`src/rtl/alu_mc_if.sv`:
```
// Operand/result handshake bundle for alu_mc: request side (operands, opcode,
// in_valid/in_ready) and result side (out, flags, out_valid/out_ready).
interface alu_mc_if #(parameter int WIDTH = 8);
    logic [WIDTH-1:0] in0;
    logic [WIDTH-1:0] in1;
    logic [2:0]       sel;
    logic             in_valid;
    logic             in_ready;
    logic [WIDTH-1:0] out;
    logic             neg;
    logic             pos;
    logic             zero;
    logic             carry;
    logic             overflow;
    logic             out_valid;
    logic             out_ready;

    modport master (
        output in0, in1, sel, in_valid, out_ready,
        input  in_ready, out, neg, pos, zero, carry, overflow, out_valid
    );

    modport slave (
        input  in0, in1, sel, in_valid, out_ready,
        output in_ready, out, neg, pos, zero, carry, overflow, out_valid
    );
endinterface

```
`src/rtl/alu_mc.sv`:
```
// Multi-cycle ALU: single-cycle ADD/SUB/logic/shift ops, iterative shift-add
// MUL (one multiplier bit per cycle), result held until the consumer takes it.
module alu_mc #(
    parameter int WIDTH = 8
) (
    input logic    clk,
    input logic    rst,
    alu_mc_if.slave bus
);
    typedef enum logic [1:0] {IDLE, EXEC, DONE} state_t;
    localparam int CW = $clog2(WIDTH + 1);

    state_t           state, state_nxt;
    logic [WIDTH-1:0] mcand, mplier, acc, acc_nxt;
    logic [CW-1:0]    cnt;
    logic             accept, is_mul, mul_last;
    logic [WIDTH-1:0] res;
    logic             res_c, res_v;
    logic [WIDTH:0]   sum, diff;
    logic [WIDTH-1:0] out_q;
    logic             neg_q, pos_q, zero_q, carry_q, ovf_q;

    function automatic logic [2:0] flags_of(input logic [WIDTH-1:0] r);
        return {(r != '0) && r[WIDTH-1], (r != '0) && !r[WIDTH-1], r == '0};
    endfunction

    assign accept   = bus.in_valid && bus.in_ready;
    assign is_mul   = bus.sel == 3'b111;
    assign mul_last = cnt == CW'(WIDTH - 1);
    assign acc_nxt  = mplier[0] ? acc + mcand : acc;
    assign sum      = {1'b0, bus.in0} + {1'b0, bus.in1};
    assign diff     = {1'b0, bus.in0} - {1'b0, bus.in1};

    assign bus.in_ready  = (state == IDLE) && !rst;
    assign bus.out_valid = state == DONE;
    assign bus.out       = out_q;
    assign bus.neg       = neg_q;
    assign bus.pos       = pos_q;
    assign bus.zero      = zero_q;
    assign bus.carry     = carry_q;
    assign bus.overflow  = ovf_q;

    // Single-cycle result path; MUL is handled by the EXEC iteration instead.
    always_comb begin
        res   = '0;
        res_c = 1'b0;
        res_v = 1'b0;
        case (bus.sel)
            3'b000: begin
                res   = sum[WIDTH-1:0];
                res_c = sum[WIDTH];
                res_v = (bus.in0[WIDTH-1] == bus.in1[WIDTH-1]) &&
                        (sum[WIDTH-1] != bus.in0[WIDTH-1]);
            end
            3'b001: begin
                res   = diff[WIDTH-1:0];
                res_c = diff[WIDTH];
                res_v = (bus.in0[WIDTH-1] != bus.in1[WIDTH-1]) &&
                        (diff[WIDTH-1] != bus.in0[WIDTH-1]);
            end
            3'b010: res = bus.in0 & bus.in1;
            3'b011: res = bus.in0 | bus.in1;
            3'b100: res = bus.in0 ^ bus.in1;
            3'b101: res = (32'(bus.in1) >= 32'(WIDTH)) ? '0 : bus.in0 << bus.in1;
            3'b110: res = (32'(bus.in1) >= 32'(WIDTH)) ? '0 : bus.in0 >> bus.in1;
            default: res = '0;
        endcase
    end

    always_comb begin
        state_nxt = state;
        case (state)
            IDLE: if (accept) state_nxt = is_mul ? EXEC : DONE;
            EXEC: if (mul_last) state_nxt = DONE;
            DONE: if (bus.out_ready) state_nxt = IDLE;
            default: state_nxt = IDLE;
        endcase
    end

    always_ff @(posedge clk) begin
        if (rst) state <= IDLE;
        else     state <= state_nxt;
    end

    always_ff @(posedge clk) begin
        if (rst) begin
            mcand   <= '0;
            mplier  <= '0;
            acc     <= '0;
            cnt     <= '0;
            out_q   <= '0;
            neg_q   <= 1'b0;
            pos_q   <= 1'b0;
            zero_q  <= 1'b0;
            carry_q <= 1'b0;
            ovf_q   <= 1'b0;
        end else begin
            if (accept) begin
                if (is_mul) begin
                    mcand  <= bus.in0;
                    mplier <= bus.in1;
                    acc    <= '0;
                    cnt    <= '0;
                end else begin
                    out_q                   <= res;
                    {neg_q, pos_q, zero_q}  <= flags_of(res);
                    carry_q                 <= res_c;
                    ovf_q                   <= res_v;
                end
            end
            // Product bits above WIDTH are never needed, so mcand just drops its MSBs.
            if (state == EXEC) begin
                mcand  <= mcand << 1;
                mplier <= mplier >> 1;
                acc    <= acc_nxt;
                cnt    <= cnt + CW'(1);
                if (mul_last) begin
                    out_q                  <= acc_nxt;
                    {neg_q, pos_q, zero_q} <= flags_of(acc_nxt);
                    carry_q                <= 1'b0;
                    ovf_q                  <= 1'b0;
                end
            end
        end
    end
endmodule

```
`src/flat_wrapper.sv`:
```
// flat-port wrapper written by rule: the top's interface ports become plain ports
module alu_mc_flat 
#(
    parameter int WIDTH = 8
)
  (clk, rst, bus_in0, bus_in1, bus_sel, bus_in_valid, bus_out_ready, bus_in_ready, bus_out, bus_neg, bus_pos, bus_zero, bus_carry, bus_overflow, bus_out_valid);
  alu_mc_if #(.WIDTH(WIDTH)) bus_i ();
  input logic clk;
  input logic rst;
  input wire logic [$bits(bus_i.in0)-1:0] bus_in0;
  input wire logic [$bits(bus_i.in1)-1:0] bus_in1;
  input wire logic [$bits(bus_i.sel)-1:0] bus_sel;
  input wire logic [$bits(bus_i.in_valid)-1:0] bus_in_valid;
  input wire logic [$bits(bus_i.out_ready)-1:0] bus_out_ready;
  output wire logic [$bits(bus_i.in_ready)-1:0] bus_in_ready;
  output wire logic [$bits(bus_i.out)-1:0] bus_out;
  output wire logic [$bits(bus_i.neg)-1:0] bus_neg;
  output wire logic [$bits(bus_i.pos)-1:0] bus_pos;
  output wire logic [$bits(bus_i.zero)-1:0] bus_zero;
  output wire logic [$bits(bus_i.carry)-1:0] bus_carry;
  output wire logic [$bits(bus_i.overflow)-1:0] bus_overflow;
  output wire logic [$bits(bus_i.out_valid)-1:0] bus_out_valid;
  assign bus_i.in0 = bus_in0;
  assign bus_i.in1 = bus_in1;
  assign bus_i.sel = bus_sel;
  assign bus_i.in_valid = bus_in_valid;
  assign bus_i.out_ready = bus_out_ready;
  assign bus_in_ready = bus_i.in_ready;
  assign bus_out = bus_i.out;
  assign bus_neg = bus_i.neg;
  assign bus_pos = bus_i.pos;
  assign bus_zero = bus_i.zero;
  assign bus_carry = bus_i.carry;
  assign bus_overflow = bus_i.overflow;
  assign bus_out_valid = bus_i.out_valid;
  alu_mc #(.WIDTH(WIDTH)) u_core (.clk(clk), .rst(rst), .bus(bus_i));
endmodule
```
`config.mk`:
```
export PLATFORM = sky130hd
export DESIGN_NAME = alu_mc_flat
export DESIGN_NICKNAME = d
export VERILOG_FILES = /design/src/rtl/alu_mc_if.sv /design/src/rtl/alu_mc.sv /design/src/flat_wrapper.sv
export SDC_FILE = /design/constraint.sdc
export NUM_CORES = 1
export LEC_CHECK = 0
export ABC_AREA = 1
export CELL_PAD_IN_SITES_DETAIL_PLACEMENT = 0
export CELL_PAD_IN_SITES_GLOBAL_PLACEMENT = 2
export CORE_MARGIN = 3
export CORE_UTILIZATION = 28
export DETAILED_ROUTE_END_ITERATION = 16
export MAX_ROUTING_LAYER = met4
export PLACE_DENSITY = 0.87
export SLEW_MARGIN = 25
export SYNTH_ARGS = -nofsm -noshare
export SYNTH_HDL_FRONTEND = slang
export SYNTH_SLANG_ARGS = --single-unit
```
`constraint.sdc`:
```
create_clock -name clk -period 2.76 [get_ports clk]
set_clock_uncertainty 0.15 [all_clocks]
set_input_delay 0.552 -clock clk [delete_from_list [all_inputs] [get_ports clk]]
set_output_delay 0.552 -clock clk [all_outputs]
set_load 0.02 [all_outputs]
```
After elaboration in Yosys (flattened, before gate mapping)
Cells that the tools add are included.

Add/sub/neg operators: 4. $lt $le $gt $ge: 1. Equal/unequal tests: 17. Shift operators: 2. Muxes and demuxes: 47. Bitwise gates (word level): 3. Reduce and logical (&&, ||, !) cells: 23.

Operator list (count): $mux 8 (13); $pmux 8 s7 (1); $mux 7 (3); $mux 1 (20); $logic_not 8->1 (2); $reduce_bool 8->1 (2); $eq 3x3->1 const B (4); $mux 4 (3); $add 8x8->9 (1); $sub 8x8->9 (1); $add 8x8->8 (1); $and 8x8->8 (1); $ge 8x4->1 const B (1); $logic_and 1x1->1 (8); $mux 2 (4); $or 8x8->8 (1); $shl 8x8->8 (1); $shr 8x8->8 (1); $xor 8x8->8 (1); $eq 3x2->1 const B (2); $pmux 2 s3 (1); $add 4x1->4 const B (1); $eq 4x3->1 const B (1); $ne 2x1->1 const B (2); other kinds (14) (21).

Bits in registers: 43. Logic and storage cells: 110.

Depth between registers and ports, before layout
Depth in word-level cells: 9. Gate-level depth with buffers: 18.

Least setup slack after synthesis
Ideal clock, no wire load.

Path type: input to register. Start: in bus_in1[2]. End: reg u_core.pos_q, in the netlist u_core.bus.pos. Setup time: 0.129 ns. Arrival time: 2.417 ns. Data required time: 2.481 ns. Path slack: 0.064 ns. Stages on the path: 17. Cells stage by stage: bufbuf_16 inv_1 ha_1 inv_1 nand2_1 nand3_1 nand3_1 nand2_1 nand2_1 nand3_1 nand3_1 nor2_1 nand2_1 o21bai_1 nand2_1 nand2_1 a21oi_1.

Word-level cells in the longest chain between the ends: 9. Elaborated cells between the ends (all ways): 18. Classes of those cells: add/sub: 2; order compare: 1; shift: 2; mux: 7; bitwise: 3; reduce/logical: 3.

RTL lines: start, declared (line flat_wrapper.sv:11) `input wire logic [$bits(bus_i.in1)-1:0] bus_in1;`; $ge 8x4->1 (tied with other cells) (line alu_mc.sv:64, alu_mc.sv:65); $mux 8, on equally long branches (line alu_mc.sv:65, alu_mc.sv:64); $pmux 8 s7 (*) (line alu_mc.sv:48) `case (bus.sel)`; $reduce_bool 8->1 / $logic_not 1->1 (equally long branches) (line alu_mc.sv:24) `return {(r != '0) && r[WIDTH-1], (r != '0) && !r[WIDTH-1], r == '0};`; $logic_and 1x1->1 (*) (line alu_mc.sv:24); $mux 1 (*) (line alu_mc.sv:99) `if (is_mul) begin`; $mux 1 (*) (line alu_mc.sv:98) `if (accept) begin`; $mux 1 (line alu_mc.sv:117) `if (mul_last) begin`; $mux 1 (*) (line alu_mc.sv:112) `if (state == EXEC) begin`; end signal, assigned (line alu_mc.sv:106) `{neg_q, pos_q, zero_q} <= flags_of(res);`; end signal, assigned (line alu_mc.sv:119) `{neg_q, pos_q, zero_q} <= flags_of(acc_nxt);`; end, declared (line alu_mc.sv:21) `logic neg_q, pos_q, zero_q, carry_q, ovf_q;`.

Mark *: on every way between the ends. The rest lies on a longest branch, timed or not. A chain may end at the register's enable or synchronous reset.

Final worst setup path
Start: in bus_in1[6]. End: reg u_core.pos_q, in the netlist u_core.bus.pos.

The elaborated chain is that of the path after synthesis.

==> metrics.log <==
INFO  metric avgSynthCellArea = approximately 6.1 µm²
INFO  metric stdcell_area = 5740 µm²
INFO  metric die_area = 15800 µm²
INFO  metric yosys.area.top_type_share = 0.215
INFO  metric layout_utilization = 0.412
INFO  metric synth_area = approximately 4000 µm²
INFO  metric synth_cell_type_count = 39
INFO  metric ys_dominant_reg_cell = sky130_fd_sc_hd__dfxtp_1
INFO  metric yosysWarningCount = 0
INFO  metric final_layout_size_suffix_gt1_frac = 0.251
INFO  metric clk_path_buf_depth = 2
INFO  metric clock_tree_from_tritoncts = yes
INFO  metric hp-class = reg2reg
INFO  metric grt_max_degree = 28
INFO  metric unrepaired_setup_endpoints_after_global_routing = yes
INFO  metric viasPerCell = 4.97
INFO  metric io_pins = 38
INFO  metric ir_worst_vdd = 0.202 mV
INFO  metric status = completed
INFO  metric tritoncts.num_buffers = 5
INFO  metric placement.io_buffers = 37
INFO  metric yosys_register_bits = 43
INFO  metric area_growth_syn_to_layout = 43.1%
INFO  metric share_of_synthesized_flip_flops_with_an_asynchronous_set_or_reset = 0
INFO  metric worst-slew-pin-transition = 489 ps
INFO  metric met1Wirelength = 6880 µm
INFO  metric finalSetupViolCount = 0
INFO  metric synth.area.top_cells = sky130_fd_sc_hd__dfxtp_1 (21%), sky130_fd_sc_hd__nand2_1 (18%), sky130_fd_sc_hd__ha_1 (10%)
INFO  metric post-route-min-period = 2580 ps
INFO  metric mapped_nets = 717
INFO  metric finish.net_count = 852
INFO  metric root_buffer = sky130_fd_sc_hd__clkbuf_16
INFO  metric top_signal_layer_used = met4
INFO  metric cts_max_level = 2
INFO  metric ys_seq_area_frac = 0.215
INFO  metric fp.coreArea = between 10000 and 15000 µm²
INFO  metric grt_pass1_vias = roughly 4.7k
INFO  metric report.power.total = about 0.0020 W
INFO  metric path_clk_slew = 60 ps
INFO  metric worst-endpoint-required = 2770 ps
INFO  metric routed_wl = 14700 µm
INFO  metric dp.final_hpwl = between 10000 and 15000 µm
INFO  metric reg2reg_depth = 15
INFO  metric layout.cells.most_common_list = sky130_fd_sc_hd__nand2_1 (184), sky130_fd_sc_hd__buf_4 (105), sky130_fd_sc_hd__nor2_1 (64), sky130_fd_sc_hd__inv_1 (63), sky130_fd_sc_hd__nand3_1 (52)
INFO  metric gpl.final_weighted_congestion = 0.938
INFO  metric cellLeakagePower = 2.81 nW
INFO  metric die_x = 126 µm
INFO  metric antennaDiodeCount = 0
INFO  metric fin_setup_tns = 0 ps
INFO  metric clock_sink_count = 43
INFO  metric global_route.overflow_total = 0
INFO  metric relSlewSlack = 0.673
INFO  metric detail-route-antenna-nets = 0
INFO  metric setup.worst_path.class = in2reg
INFO  metric report.final.hold_viol_count = 0
INFO  metric route.vias.total = 4844
INFO  metric holdPathStages = 2
INFO  metric min_period_over_period = 0.933
INFO  metric die_h = 126 µm
INFO  metric p_per_area = roughly 360 nW/µm²
INFO  metric slew_viol_final = 0
INFO  metric drt-wirelength-per-cell = 15.1 µm
INFO  metric synth-edff-count = 0
INFO  metric dr_wl_met3 = 576 µm
INFO  metric global_route_wire_length_before_repair = 23800 µm
INFO  metric worstPathMaxFanout = 5
INFO  metric detailedRoute.firstPassIterationCount = 5
INFO  metric initial_core_util = 0.288
INFO  metric crit_path_start_kind = input pin
INFO  metric final.fill_count = 1473
INFO  metric dr.first_iter.drc_count = 439
INFO  metric final_routed_drc_violation_total = 0
INFO  metric max_freq = 0.388 GHz
INFO  metric critPathCaptureType = register
INFO  metric wl_met2 = 6960 µm
INFO  metric synth.largest_area_cell = sky130_fd_sc_hd__dfxtp_1
INFO  metric antenna_violations_before_repair = 0
INFO  metric clkLatencyLatePin = 280 ps
INFO  metric grt_use_total = 0.188
INFO  metric placementRows = 43
INFO  metric dpl_cell_area = approximately 5200 µm²
INFO  metric synthesis.instances = 658
INFO  metric worstPathArrival = 2590 ps
INFO  metric mostFrequentLayoutCell = sky130_fd_sc_hd__nand2_1
INFO  metric maxCapViolations = 0
report_power, final:
group	internal [W]	total (W)	switching (W)
clock	0.000455	0.000703	0.000249
sequential	0.000641	0.000656	0.0000151
combinational	0.000310	0.000680	0.000370
worst max-delay path, cell delays in order:
cell                              delay, ps
sky130_fd_sc_hd__clkdlybuf4s50_1        480
sky130_fd_sc_hd__inv_1                   90
sky130_fd_sc_hd__ha_4                   320
sky130_fd_sc_hd__inv_2                   60
sky130_fd_sc_hd__a21oi_2                120
sky130_fd_sc_hd__o21a_1                 200
sky130_fd_sc_hd__nand3_1                110
sky130_fd_sc_hd__nand3_2                 90
sky130_fd_sc_hd__nand3_2                 80
sky130_fd_sc_hd__nor2_1                 100
sky130_fd_sc_hd__nand2_1                 70
sky130_fd_sc_hd__o21bai_2               130
sky130_fd_sc_hd__nand2_1                 70
sky130_fd_sc_hd__nand2_1                 60
sky130_fd_sc_hd__a21oi_1                 50
per-stage QoR:
stage / cells / setup slack, ps / hold slack [ps]
after floorplan: 658 / 64.1 / 302
after global placement: 957 / -472 / 317
after detailed placement: 957 / -431 / 323
after CTS: 969 / 10.1 / 334
after global routing: 974 / -27.4 / 357
final: 974 / 185 / 332
sequential cells by signal (all words and copies together) (netlist names):
register             cells
u_core.mcand             8
u_core.bus.zero          1
u_core.cnt               4
u_core.bus.out           8
u_core.acc               8
u_core.mplier            8
u_core.bus.carry         1
u_core.state             2
u_core.bus.pos           1
u_core.bus.overflow      1
u_core.bus.neg           1
final timing paths:
path / startpoint / end / slack [ps]
worst min register to register: u_core.mplier[1] / u_core.mplier[0] / 330
worst max register to register: u_core.mcand[0] / u_core.bus.zero / 230
worst min-delay path: u_core.mplier[1] / u_core.mplier[0] / 330
worst max-delay path: bus_in1[6] / u_core.bus.pos / 180
what timing repair did:
action,in CTS,in global routing
hold buffers,0,0
pin swaps,4,27
resized for setup,20,69
setup buffers,4,5
setup endpoints to repair,4,7
per-layer routing:
layer  up-vias  GRT usage
met5         -          -
met4         0     0.0491
met3        21     0.0216
met2       126      0.302
met1      2255      0.252
li1       2442          -
logic make-up after synthesis:
group                    synth area share
AND/OR/NAND/NOR                     0.373
AO/OA/AOI/OAI                       0.170
buffers and inverters               0.114
flip-flops                          0.215
adder cells (fa/ha/maj)             0.118
XOR/XNOR                           0.0109
cell usage after synthesis, types with 8 or more instances:
cell type / count
sky130_fd_sc_hd__nand2_1: 191
sky130_fd_sc_hd__nor2_1: 69
sky130_fd_sc_hd__a31oi_1: 9
sky130_fd_sc_hd__inv_1: 79
sky130_fd_sc_hd__a21oi_1: 56
sky130_fd_sc_hd__nand4_1: 12
sky130_fd_sc_hd__clkbuf_1: 8
sky130_fd_sc_hd__o21ai_0: 26
sky130_fd_sc_hd__ha_1: 33
sky130_fd_sc_hd__nand3_1: 62
sky130_fd_sc_hd__dfxtp_1: 43
layout make-up:
| class | count | area [µm²] | share of cell area |
|---|---|---|---|
| tap | 180 | 225 | 0.0392 |
| multi-input combinational | 513 | 2910 | 0.508 |
| inverter | 83 | 312 | 0.0543 |
| sequential | 43 | 861 | 0.150 |
| clock inverter | 2 | 38.8 | 0.00676 |
| clock buffer | 6 | 139 | 0.0242 |
| timing repair buffer | 147 | 1250 | 0.218 |
(Power assumes the default switching activity.)
